===== src/rtl/trig_prime_calc.sv =====
// Sine/cosine (sign + BCD digits) and primality of a 9-bit operand; PRIME_EARLY_EXIT_EN enables early prime exit.
// Latency: done in the cycle after the 23rd edge following the start edge (shorter with PRIME_EARLY_EXIT_EN).
// Backpressure: none; start is only accepted in IDLE, busy flags that a request is in flight.
module trig_prime_calc #(
    parameter int PRIME_MAX_DIV = 22
) (
    input  logic       clk,
    input  logic       rst_n,
    input  logic       start,
    input  logic [8:0] number,
    output logic       busy,
    output logic       done,
    output logic       sin_sign,
    output logic [3:0] sin_d0,
    output logic [3:0] sin_d1,
    output logic [3:0] sin_d2,
    output logic [3:0] sin_d3,
    output logic       cos_sign,
    output logic [3:0] cos_d0,
    output logic [3:0] cos_d1,
    output logic [3:0] cos_d2,
    output logic       is_prime
);

    typedef enum logic [2:0] {S_IDLE, S_REDUCE, S_LOOKUP, S_PRIME, S_DONE} state_t;

    state_t     state;
    logic [8:0] n;
    logic [8:0] a;
    logic [4:0] d;
    logic [9:0] sin_mag_q;
    logic       sin_neg_q;
    logic [6:0] cos_mag_q;
    logic       cos_neg_q;

    // round(sin(k deg) * 1000) for k = 0..90
    function automatic logic [9:0] quarter_sin(input logic [6:0] k);
        logic [9:0] q;
        case (k)
            7'd0:  q = 10'd0;   7'd1:  q = 10'd17;  7'd2:  q = 10'd35;  7'd3:  q = 10'd52;
            7'd4:  q = 10'd70;  7'd5:  q = 10'd87;  7'd6:  q = 10'd105; 7'd7:  q = 10'd122;
            7'd8:  q = 10'd139; 7'd9:  q = 10'd156; 7'd10: q = 10'd174; 7'd11: q = 10'd191;
            7'd12: q = 10'd208; 7'd13: q = 10'd225; 7'd14: q = 10'd242; 7'd15: q = 10'd259;
            7'd16: q = 10'd276; 7'd17: q = 10'd292; 7'd18: q = 10'd309; 7'd19: q = 10'd326;
            7'd20: q = 10'd342; 7'd21: q = 10'd358; 7'd22: q = 10'd375; 7'd23: q = 10'd391;
            7'd24: q = 10'd407; 7'd25: q = 10'd423; 7'd26: q = 10'd438; 7'd27: q = 10'd454;
            7'd28: q = 10'd469; 7'd29: q = 10'd485; 7'd30: q = 10'd500; 7'd31: q = 10'd515;
            7'd32: q = 10'd530; 7'd33: q = 10'd545; 7'd34: q = 10'd559; 7'd35: q = 10'd574;
            7'd36: q = 10'd588; 7'd37: q = 10'd602; 7'd38: q = 10'd616; 7'd39: q = 10'd629;
            7'd40: q = 10'd643; 7'd41: q = 10'd656; 7'd42: q = 10'd669; 7'd43: q = 10'd682;
            7'd44: q = 10'd695; 7'd45: q = 10'd707; 7'd46: q = 10'd719; 7'd47: q = 10'd731;
            7'd48: q = 10'd743; 7'd49: q = 10'd755; 7'd50: q = 10'd766; 7'd51: q = 10'd777;
            7'd52: q = 10'd788; 7'd53: q = 10'd799; 7'd54: q = 10'd809; 7'd55: q = 10'd819;
            7'd56: q = 10'd829; 7'd57: q = 10'd839; 7'd58: q = 10'd848; 7'd59: q = 10'd857;
            7'd60: q = 10'd866; 7'd61: q = 10'd875; 7'd62: q = 10'd883; 7'd63: q = 10'd891;
            7'd64: q = 10'd899; 7'd65: q = 10'd906; 7'd66: q = 10'd914; 7'd67: q = 10'd921;
            7'd68: q = 10'd927; 7'd69: q = 10'd934; 7'd70: q = 10'd940; 7'd71: q = 10'd946;
            7'd72: q = 10'd951; 7'd73: q = 10'd956; 7'd74: q = 10'd961; 7'd75: q = 10'd966;
            7'd76: q = 10'd970; 7'd77: q = 10'd974; 7'd78: q = 10'd978; 7'd79: q = 10'd982;
            7'd80: q = 10'd985; 7'd81: q = 10'd988; 7'd82: q = 10'd990; 7'd83: q = 10'd993;
            7'd84: q = 10'd995; 7'd85: q = 10'd996; 7'd86: q = 10'd998; 7'd87: q = 10'd999;
            7'd88: q = 10'd999; 7'd89: q = 10'd1000; 7'd90: q = 10'd1000;
            default: q = 10'd0;
        endcase
        return q;
    endfunction

    function automatic logic [15:0] to_bcd4(input logic [9:0] v);
        logic [9:0]  r;
        logic [15:0] b;
        b[15:12] = 4'(v / 10'd1000);
        r        = v % 10'd1000;
        b[11:8]  = 4'(r / 10'd100);
        r        = r % 10'd100;
        b[7:4]   = 4'(r / 10'd10);
        b[3:0]   = 4'(r % 10'd10);
        return b;
    endfunction

    function automatic logic [11:0] to_bcd3(input logic [6:0] v);
        logic [6:0]  r;
        logic [11:0] b;
        b[11:8] = 4'(v / 7'd100);
        r       = v % 7'd100;
        b[7:4]  = 4'(r / 7'd10);
        b[3:0]  = 4'(r % 7'd10);
        return b;
    endfunction

    // Fold the reduced angle onto the quarter-wave table
    logic [6:0] sin_idx, cos_idx;
    logic       sin_neg, cos_neg;
    always_comb begin
        sin_idx = 7'd0;
        cos_idx = 7'd0;
        sin_neg = 1'b0;
        cos_neg = 1'b0;
        if (a <= 9'd90) begin
            sin_idx = 7'(a);
            cos_idx = 7'(9'd90 - a);
        end else if (a <= 9'd180) begin
            sin_idx = 7'(9'd180 - a);
            cos_idx = 7'(a - 9'd90);
            cos_neg = 1'b1;
        end else if (a <= 9'd270) begin
            sin_idx = 7'(a - 9'd180);
            cos_idx = 7'(9'd270 - a);
            sin_neg = 1'b1;
            cos_neg = 1'b1;
        end else begin
            sin_idx = 7'(9'd360 - a);
            cos_idx = 7'(a - 9'd270);
            sin_neg = 1'b1;
        end
    end

    logic [9:0]  sin_l, cos_l;
    logic [6:0]  cos_rnd;
    logic [15:0] sin_bcd;
    logic [11:0] cos_bcd;
    assign sin_l   = quarter_sin(sin_idx);
    assign cos_l   = quarter_sin(cos_idx);
    assign cos_rnd = 7'((11'(cos_l) + 11'd5) / 11'd10);
    assign sin_bcd = to_bcd4(sin_mag_q);
    assign cos_bcd = to_bcd3(cos_mag_q);

    logic [8:0] d_ext;
    logic       div_hit, last_div, finish, prime_ok, prime_result;
    assign d_ext    = {4'd0, d};
    assign div_hit  = ((n % d_ext) == 9'd0) && (d_ext < n);
    assign last_div = (d == 5'(PRIME_MAX_DIV));

`ifdef PRIME_EARLY_EXIT_EN
    // Once d*d exceeds n every possible factor pair has been covered
    logic [9:0] d_sq;
    assign d_sq     = 10'(d) * 10'(d);
    assign finish   = div_hit || (d_sq > {1'b0, n}) || last_div;
    assign prime_ok = !div_hit;
`else
    logic composite_q;
    always_ff @(posedge clk or negedge rst_n) begin
        if (!rst_n)
            composite_q <= 1'b0;
        else if (state == S_LOOKUP)
            composite_q <= 1'b0;
        else if (state == S_PRIME)
            composite_q <= composite_q | div_hit;
    end
    assign finish   = last_div;
    assign prime_ok = !(composite_q || div_hit);
`endif

    assign prime_result = (n >= 9'd2) && prime_ok;

    always_ff @(posedge clk or negedge rst_n) begin
        if (!rst_n) begin
            state     <= S_IDLE;
            n         <= 9'd0;
            a         <= 9'd0;
            d         <= 5'd0;
            sin_mag_q <= 10'd0;
            sin_neg_q <= 1'b0;
            cos_mag_q <= 7'd0;
            cos_neg_q <= 1'b0;
            busy      <= 1'b0;
            done      <= 1'b0;
            sin_sign  <= 1'b0;
            sin_d0    <= 4'd0;
            sin_d1    <= 4'd0;
            sin_d2    <= 4'd0;
            sin_d3    <= 4'd0;
            cos_sign  <= 1'b0;
            cos_d0    <= 4'd0;
            cos_d1    <= 4'd0;
            cos_d2    <= 4'd0;
            is_prime  <= 1'b0;
        end else begin
            case (state)
                S_IDLE: begin
                    if (start) begin
                        n     <= number;
                        busy  <= 1'b1;
                        state <= S_REDUCE;
                    end
                end
                S_REDUCE: begin
                    a     <= (n >= 9'd360) ? n - 9'd360 : n;
                    state <= S_LOOKUP;
                end
                S_LOOKUP: begin
                    sin_mag_q <= sin_l;
                    sin_neg_q <= sin_neg && (sin_l != 10'd0);
                    cos_mag_q <= cos_rnd;
                    cos_neg_q <= cos_neg && (cos_rnd != 7'd0);
                    d         <= 5'd2;
                    state     <= S_PRIME;
                end
                S_PRIME: begin
                    d <= d + 5'd1;
                    if (finish) begin
                        busy     <= 1'b0;
                        done     <= 1'b1;
                        sin_sign <= sin_neg_q;
                        sin_d0   <= sin_bcd[15:12];
                        sin_d1   <= sin_bcd[11:8];
                        sin_d2   <= sin_bcd[7:4];
                        sin_d3   <= sin_bcd[3:0];
                        cos_sign <= cos_neg_q;
                        cos_d0   <= cos_bcd[11:8];
                        cos_d1   <= cos_bcd[7:4];
                        cos_d2   <= cos_bcd[3:0];
                        is_prime <= prime_result;
                        state    <= S_DONE;
                    end
                end
                S_DONE: begin
                    done  <= 1'b0;
                    state <= S_IDLE;
                end
                default: state <= S_IDLE;
            endcase
        end
    end

endmodule


===== config.mk =====
export PLATFORM = sky130hd
export DESIGN_NAME = trig_prime_calc
export DESIGN_NICKNAME = d
export VERILOG_FILES = /design/src/rtl/trig_prime_calc.sv
export SDC_FILE = /design/constraint.sdc
export NUM_CORES = 1
export LEC_CHECK = 0
export CAP_MARGIN = 10
export CORE_UTILIZATION = 60
export CTS_CLUSTER_SIZE = 20
export DETAILED_ROUTE_END_ITERATION = 10
export PLACE_DENSITY = 0.85
export SYNTH_ARGS = -nofsm -noshare
export SYNTH_HDL_FRONTEND = slang
export SYNTH_SLANG_ARGS = --single-unit

===== constraint.sdc =====
create_clock -name clk -period 33.3 [get_ports clk]
set_input_delay 3.33 -clock clk [delete_from_list [all_inputs] [get_ports clk]]
set_output_delay 3.33 -clock clk [all_outputs]
set_load 0.005 [all_outputs]

==> results of run 1 <==
## layout make-up
cell class,instances,area (um^2)
clock inverter,5,38.8
tap,220,275
multi-input combinational,1212,8020
timing repair buffer,54,498
inverter,35,131
sequential,73,1830
clock buffer,11,243
fill,1467,5730
## flip-flops by register name (all words and copies together) (netlist names)
name	cells
d	5
cos_mag_q	7
cos_d2	4
sin_d2	4
sin_d0	1
n	9
composite_q	1
state	3
cos_sign	1
sin_sign	1
cos_d0	1
sin_d1	4
done	1
cos_neg_q	1
cos_d1	4
is_prime	1
sin_mag_q	10
busy	1
sin_d3	4
sin_neg_q	1
a	9
## per-layer routing
layer  vias to the layer above  share of wire  track usage
met1                      5186           0.42        0.423
met2                       537           0.47        0.524
met5                         -              0            0
li1                       5245              -            -
met4                         0          0.034        0.140
met3                        93          0.067       0.0249
## per-stage QoR
step,util,area [um^2],hold WS (ns)
after floorplan,-,10400,0.439
after CTS,0.658,11000,0.464
after global routing,0.658,11000,0.502
after global placement,0.642,10800,0.455
final,0.658,11000,0.466
after detailed placement,0.642,10800,0.453
## worst reg2reg max path: cells and delay by family, from the launching register on
family | cells | cell delay [ns]
AO/OA/AOI/OAI | 32 | 5.81
adder cells (fa/ha/maj) | 9 | 2.64
multiplexers | 2 | 0.63
flip-flops | 1 | 0.44
AND/OR/NAND/NOR | 20 | 3.46
buffers and inverters | 1 | 0.32
## layout by cell type, fill, tap and decap left out, types with 10 or more instances in the layout
cell             instances
clkdlybuf4s50_1         37
a31oi_1                 25
o21a_1                  23
xnor2_1                 31
nand3_1                 34
a21o_1                  13
a211oi_1                25
o31ai_1                 18
a221oi_1                10
nand2b_1                16
nand2_1                191
or3_1                   13
and3_1                  10
and2_1                  12
ha_1                    72
o22ai_1                 12
nor3_1                  46
xor2_1                  14
mux2i_1                 16
nor2_1                 119
inv_1                   32
a21oi_1                112
nor2b_1                 11
dfrtp_1                 73
o21ai_0                125
o211ai_1                16
buf_4                   17
mux2_2                  21
o21ai_1                 10
## kinds of logic after synthesis
logic type,Yosys count,share of synthesized area
xor gates and xnor gates,49,0.0444
DFF,73,0.175
AOI/OAI and AO/OA,529,0.354
adders and majority gates,76,0.0913
muxes,39,0.0406
other,1,0.000360
buffers and inverters,137,0.0582
and+or+nand+nor,513,0.235
## worst max path at each step
stage                             end  slack [ns]  from  depth (start not counted)
after floorplan              is_prime       21.43  d[0]                         61
after global routing      composite_q       18.87  d[0]                         66
after global placement       is_prime       20.77  d[0]                         61
final                        is_prime       19.87  d[0]                         64
after detailed placement     is_prime       20.08  d[0]                         64
after CTS                    is_prime       20.01  d[0]                         64
==> impl_metrics.json, run 1 <==
{
  "reg2regPathDepth": 64,
  "place_ws_ns": 20.08,
  "clock_sinks": 73,
  "fin_ws_ns": 19.87,
  "cts_max_path_buffers": 2,
  "num_antenna_cells": 0,
  "die_w_um": 134,
  "postSynthAreaPerCell_um2": 7.35,
  "overflow": 0,
  "worstSetupPathType": "register to register",
  "antenna_found_initial": 0,
  "htree_levels": 3,
  "hold_start": "sin_mag_q[0]",
  "yosysTopAreaCellShare": 0.175,
  "cts_tree": "done",
  "dpl.hpwl_um": 19800,
  "ant_nets": 0,
  "ys_seq_area_frac": 0.175,
  "grt_usage": 0.317,
  "first_global_vias": 9980,
  "placed_cells": 1594,
  "design.die.area_mm2": 0.0179,
  "numCtsBuffers": 9,
  "drtPass1Iterations": 6,
  "ys_ff_latch": 73,
  "ys_types": 121,
  "crit_buf_inv": 1,
  "fin_tns_setup_ns": 0,
  "routedWlPerCell_um": 17.5,
  "hp-class": "register to register",
  "die_y_um": 134,
  "slew_violations": 0,
  "grt_pass1_wl_um": 47900,
  "min_delay_path_depth": 2,
  "max_slew.worst_pin.slew_ns": 1.02,
  "regToRegSetupSlack_ns": 19.87,
  "syn_to_final_growth_pct": 5.90,
  "cts.repair.resized": 0,
  "place_congestion": 0.962,
  "synthesis.area_mm2": 0.0104,
  "cpLargestDelayFamily": "compound AO/OA/AOI/OAI gates",
  "clock_latency_ns": 0.34,
  "drt_iter0_drc": 1097,
  "fin_crit_ns": 13.43,
  "num_io_pins": 45,
  "worstPathArrival_ns": 13.67,
  "skew_ns": 0.0107,
  "nets": 1470,
  "vias": 11100,
  "relSlewSlack": 0.319,
  "clk_pin_slew_worst_paths_ns": 0.06,
  "r2r_start": "d[0]",
  "start_util": 0.622,
  "viasPerCell": 6.87,
  "maxCapViolCount": 0,
  "reg2reg_to": "is_prime",
  "synthTopCellsByCount": "191 x nand2_1, 125 x o21ai_0, 119 x nor2_1, 113 x a21oi_1, 73 x dfrtp_1",
  "ys_top_cells_by_area": "dfrtp_1 18%, ha_1 8.6%, nand2_1 6.9%",
  "routed_wl_um": 28200,
  "startpoint_type": "register",
  "rsz0062_at_grt": "false",
  "max_freq_mhz": 74.5,
  "final-instance-count-excl-fill": 1610,
  "synth_top_area_cell": "dfrtp_1",
  "crit_fanout": 11,
  "core_mm2": 0.0168,
  "fin_crit_sh": 0.403,
  "setup_violations": 0,
  "hold_violations": 0,
  "route.detailed.drc": 0,
  "slowest_stage": "or4b_2",
  "postCtsSetupBuffers": 0,
  "timing.critical_path.mode_cell": "o21a_1",
  "grt_max_degree": 67,
  "synth_edf_count": 0,
  "synthCells": 1417,
  "max_stage_delay_ns": 0.62,
  "num_rows": 47,
  "cp-end-kind": "register",
  "required_ns": 33.54,
  "yosysMostFrequentCell": "nand2_1",
  "synthArstFlopShare": 1.00,
  "ys.flop_type": "dfrtp_1",
  "drive_gt1_frac": 0.0827,
  "yosys_warnings": 0,
  "ctsHoldBuffers": 0,
  "cts-root-buf": "clkbuf_16",
  "port_buffers": 38,
  "outcome": "finished, final reports clean",
  "min_to": "sin_d3[0]"
}
Power of run 1 is left out: the tool's default activity adds up to more than one toggle a clock period on the data nets, which glitch-free logic cannot reach.
==> run 2: changes to the inputs <==
CORE_UTILIZATION = 57   (was 60)
clock period = 11.8 ns   (was 33.3 ns; I/O delays follow)
==> run 2 against run 1 <==
Net effect: the flow now finishes with violations (negative setup slack); critical path depth fell by 3; first-iteration DRC count down 2.2%; worst hold slack better by 0.0033 ns; clock skew is 0.0015 ns lower; cell count grew 3.2%; core utilization down 0.98 points; global-route usage shrank 1.4 points; sequential share of layout area decreased by 0.85 points; via count up 2.5%; die area grew 5.2%; critical endpoint unchanged; largest cell class unchanged.
==> impl_metrics.json, run 2 (synthesis results as in run 1) <==
{
  "layout_commonest_cell": "nand2_1",
  "vias": 11300,
  "worstPathArrival_ns": 12.41,
  "maxCapViolCount": 0,
  "port_buffers": 38,
  "crit_fanout": 4,
  "drive_gt1_frac": 0.137,
  "die_y_um": 137,
  "drtPass1Iterations": 6,
  "place_congestion": 0.940,
  "dpl_cell_area_mm2": 0.0108,
  "skew_ns": 0.00920,
  "overflow": 0,
  "clock_sinks": 73,
  "dpl.hpwl_um": 19700,
  "grt_usage": 0.303,
  "fin_crit_sh": 1.03,
  "clock_latency_ns": 0.34,
  "drt_iter0_drc": 1073,
  "ctsHoldBuffers": 0,
  "grt_max_degree": 74,
  "slew_violations": 0,
  "grt_pass1_wl_um": 46800,
  "cts_tree": "done",
  "fin_area_mm2": 0.0116,
  "fin_crit_ns": 12.17,
  "syn_to_final_growth_pct": 11.8,
  "num_io_pins": 45,
  "outcome": "finished, violations left",
  "viasPerCell": 6.82,
  "design.die.area_mm2": 0.0188,
  "whs_ns": 0.469,
  "cp-end-kind": "register",
  "routed_wl_um": 30000,
  "routedWlPerCell_um": 18.0,
  "num_antenna_cells": 0,
  "startpoint_type": "register",
  "num_rows": 49,
  "setup_violations": 2,
  "rsz0062_at_grt": "true",
  "final_cell_mix": "188 x nand2_1, 116 x o21ai_0, 116 x nor2_1",
  "largest_reg_flops": 10,
  "slowest_stage": "or4b_4",
  "route.detailed.drc": 0,
  "relSlewSlack": 0.264,
  "max_stage_delay_ns": 0.54,
  "cts-root-buf": "clkbuf_16",
  "worstSetupPathType": "register to register",
  "die_w_um": 137,
  "core_mm2": 0.0180,
  "clk_pin_slew_worst_paths_ns": 0.06,
  "hp-class": "register to register",
  "nets": 1514,
  "fin_ws_ns": -0.369,
  "cts_max_path_buffers": 2,
  "reg2regPathDepth": 61,
  "max_freq_mhz": 82.2,
  "required_ns": 12.04,
  "start_util": 0.580,
  "numCtsBuffers": 9,
  "first_global_vias": 9826,
  "htree_levels": 3,
  "min_delay_path_depth": 2,
  "regMostFlops": "sin_mag_q",
  "hold_violations": 0,
  "timing.critical_path.mode_cell": "o21a_1",
  "ant_nets": 0,
  "max_slew.worst_pin.slew_ns": 1.10,
  "antenna_found_initial": 0,
  "violations": "negative setup slack",
  "top_regs": "sin_mag_q x10, a x9, n x9"
}
## run 2: cell count changes in the layout (fill, tap and decap cells not counted), moves of 3 or more
| cell | delta |
|---|---|
| a21oi_2 | +4 |
| nand2_1 | -3 |
| o21ai_2 | +6 |
| ha_4 | +6 |
| ha_1 | -6 |
| buf_4 | +44 |
| a21oi_1 | -5 |
| nor2_1 | -3 |
| o21ai_0 | -9 |
| o21ai_1 | +3 |
## run 2: cell type report
type | count | area, um^2
multi-input cells | 1212 | 8270
fillers | 1480 | 6310
flip-flops and latches | 73 | 1830
repair buffers | 98 | 828
well taps | 229 | 287
clock buffers | 11 | 253
inverters | 35 | 134
clock inverters | 4 | 51.3
## run 2: timing repair
item / in CTS / in global routing
buffers inserted: 12 / 23
pin swaps: 2 / 45
gates resized for setup: 10 / 46
setup endpoints to repair: 2 / 2
## run 2: final timing paths
path | from | endpoint | slack (ns)
max | d[1] | is_prime | -0.37
min | cos_d2[0] | cos_d2[0] | 0.47
max reg2reg | d[1] | is_prime | -0.37
min reg2reg | cos_d2[0] | cos_d2[0] | 0.47
max in group asynchronous | rst_n | d[0] | 10.18
min in group asynchronous | rst_n | a[7] | 0.96
## run 2: layer usage
metal / track usage / vias to the layer above / share of wire
met1: 0.397 / 5321 / 0.41
met4: 0.111 / 0 / 0.030
met5: 0 / - / 0
met3: 0.0305 / 94 / 0.075
li1: - / 5320 / -
met2: 0.514 / 599 / 0.48
## run 2: critical path, delay by kind of cell (launching register included)
kind	cells	cell delay, ns
compound gates	27	4.43
simple gates	20	3.33
fa+ha+maj	8	2.34
mux	4	1.29
flops	1	0.40
buf+inv	2	0.27
## run 2: through the flow
| stage | worst slack [ns] | instances | TNS [ns] | util |
|---|---|---|---|---|
| detailed placement | -0.330 | 1612 | -0.658 | 0.604 |
| global placement | 0.194 | 1612 | 0 | 0.604 |
| global route | -0.802 | 1662 | -1.60 | 0.649 |
| finish | -0.369 | 1662 | -0.710 | 0.649 |
| floorplan | 0.0975 | 1422 | 0 | - |
| CTS | 0.00121 | 1639 | 0 | 0.627 |
Power of run 2 is left out for the same reason.
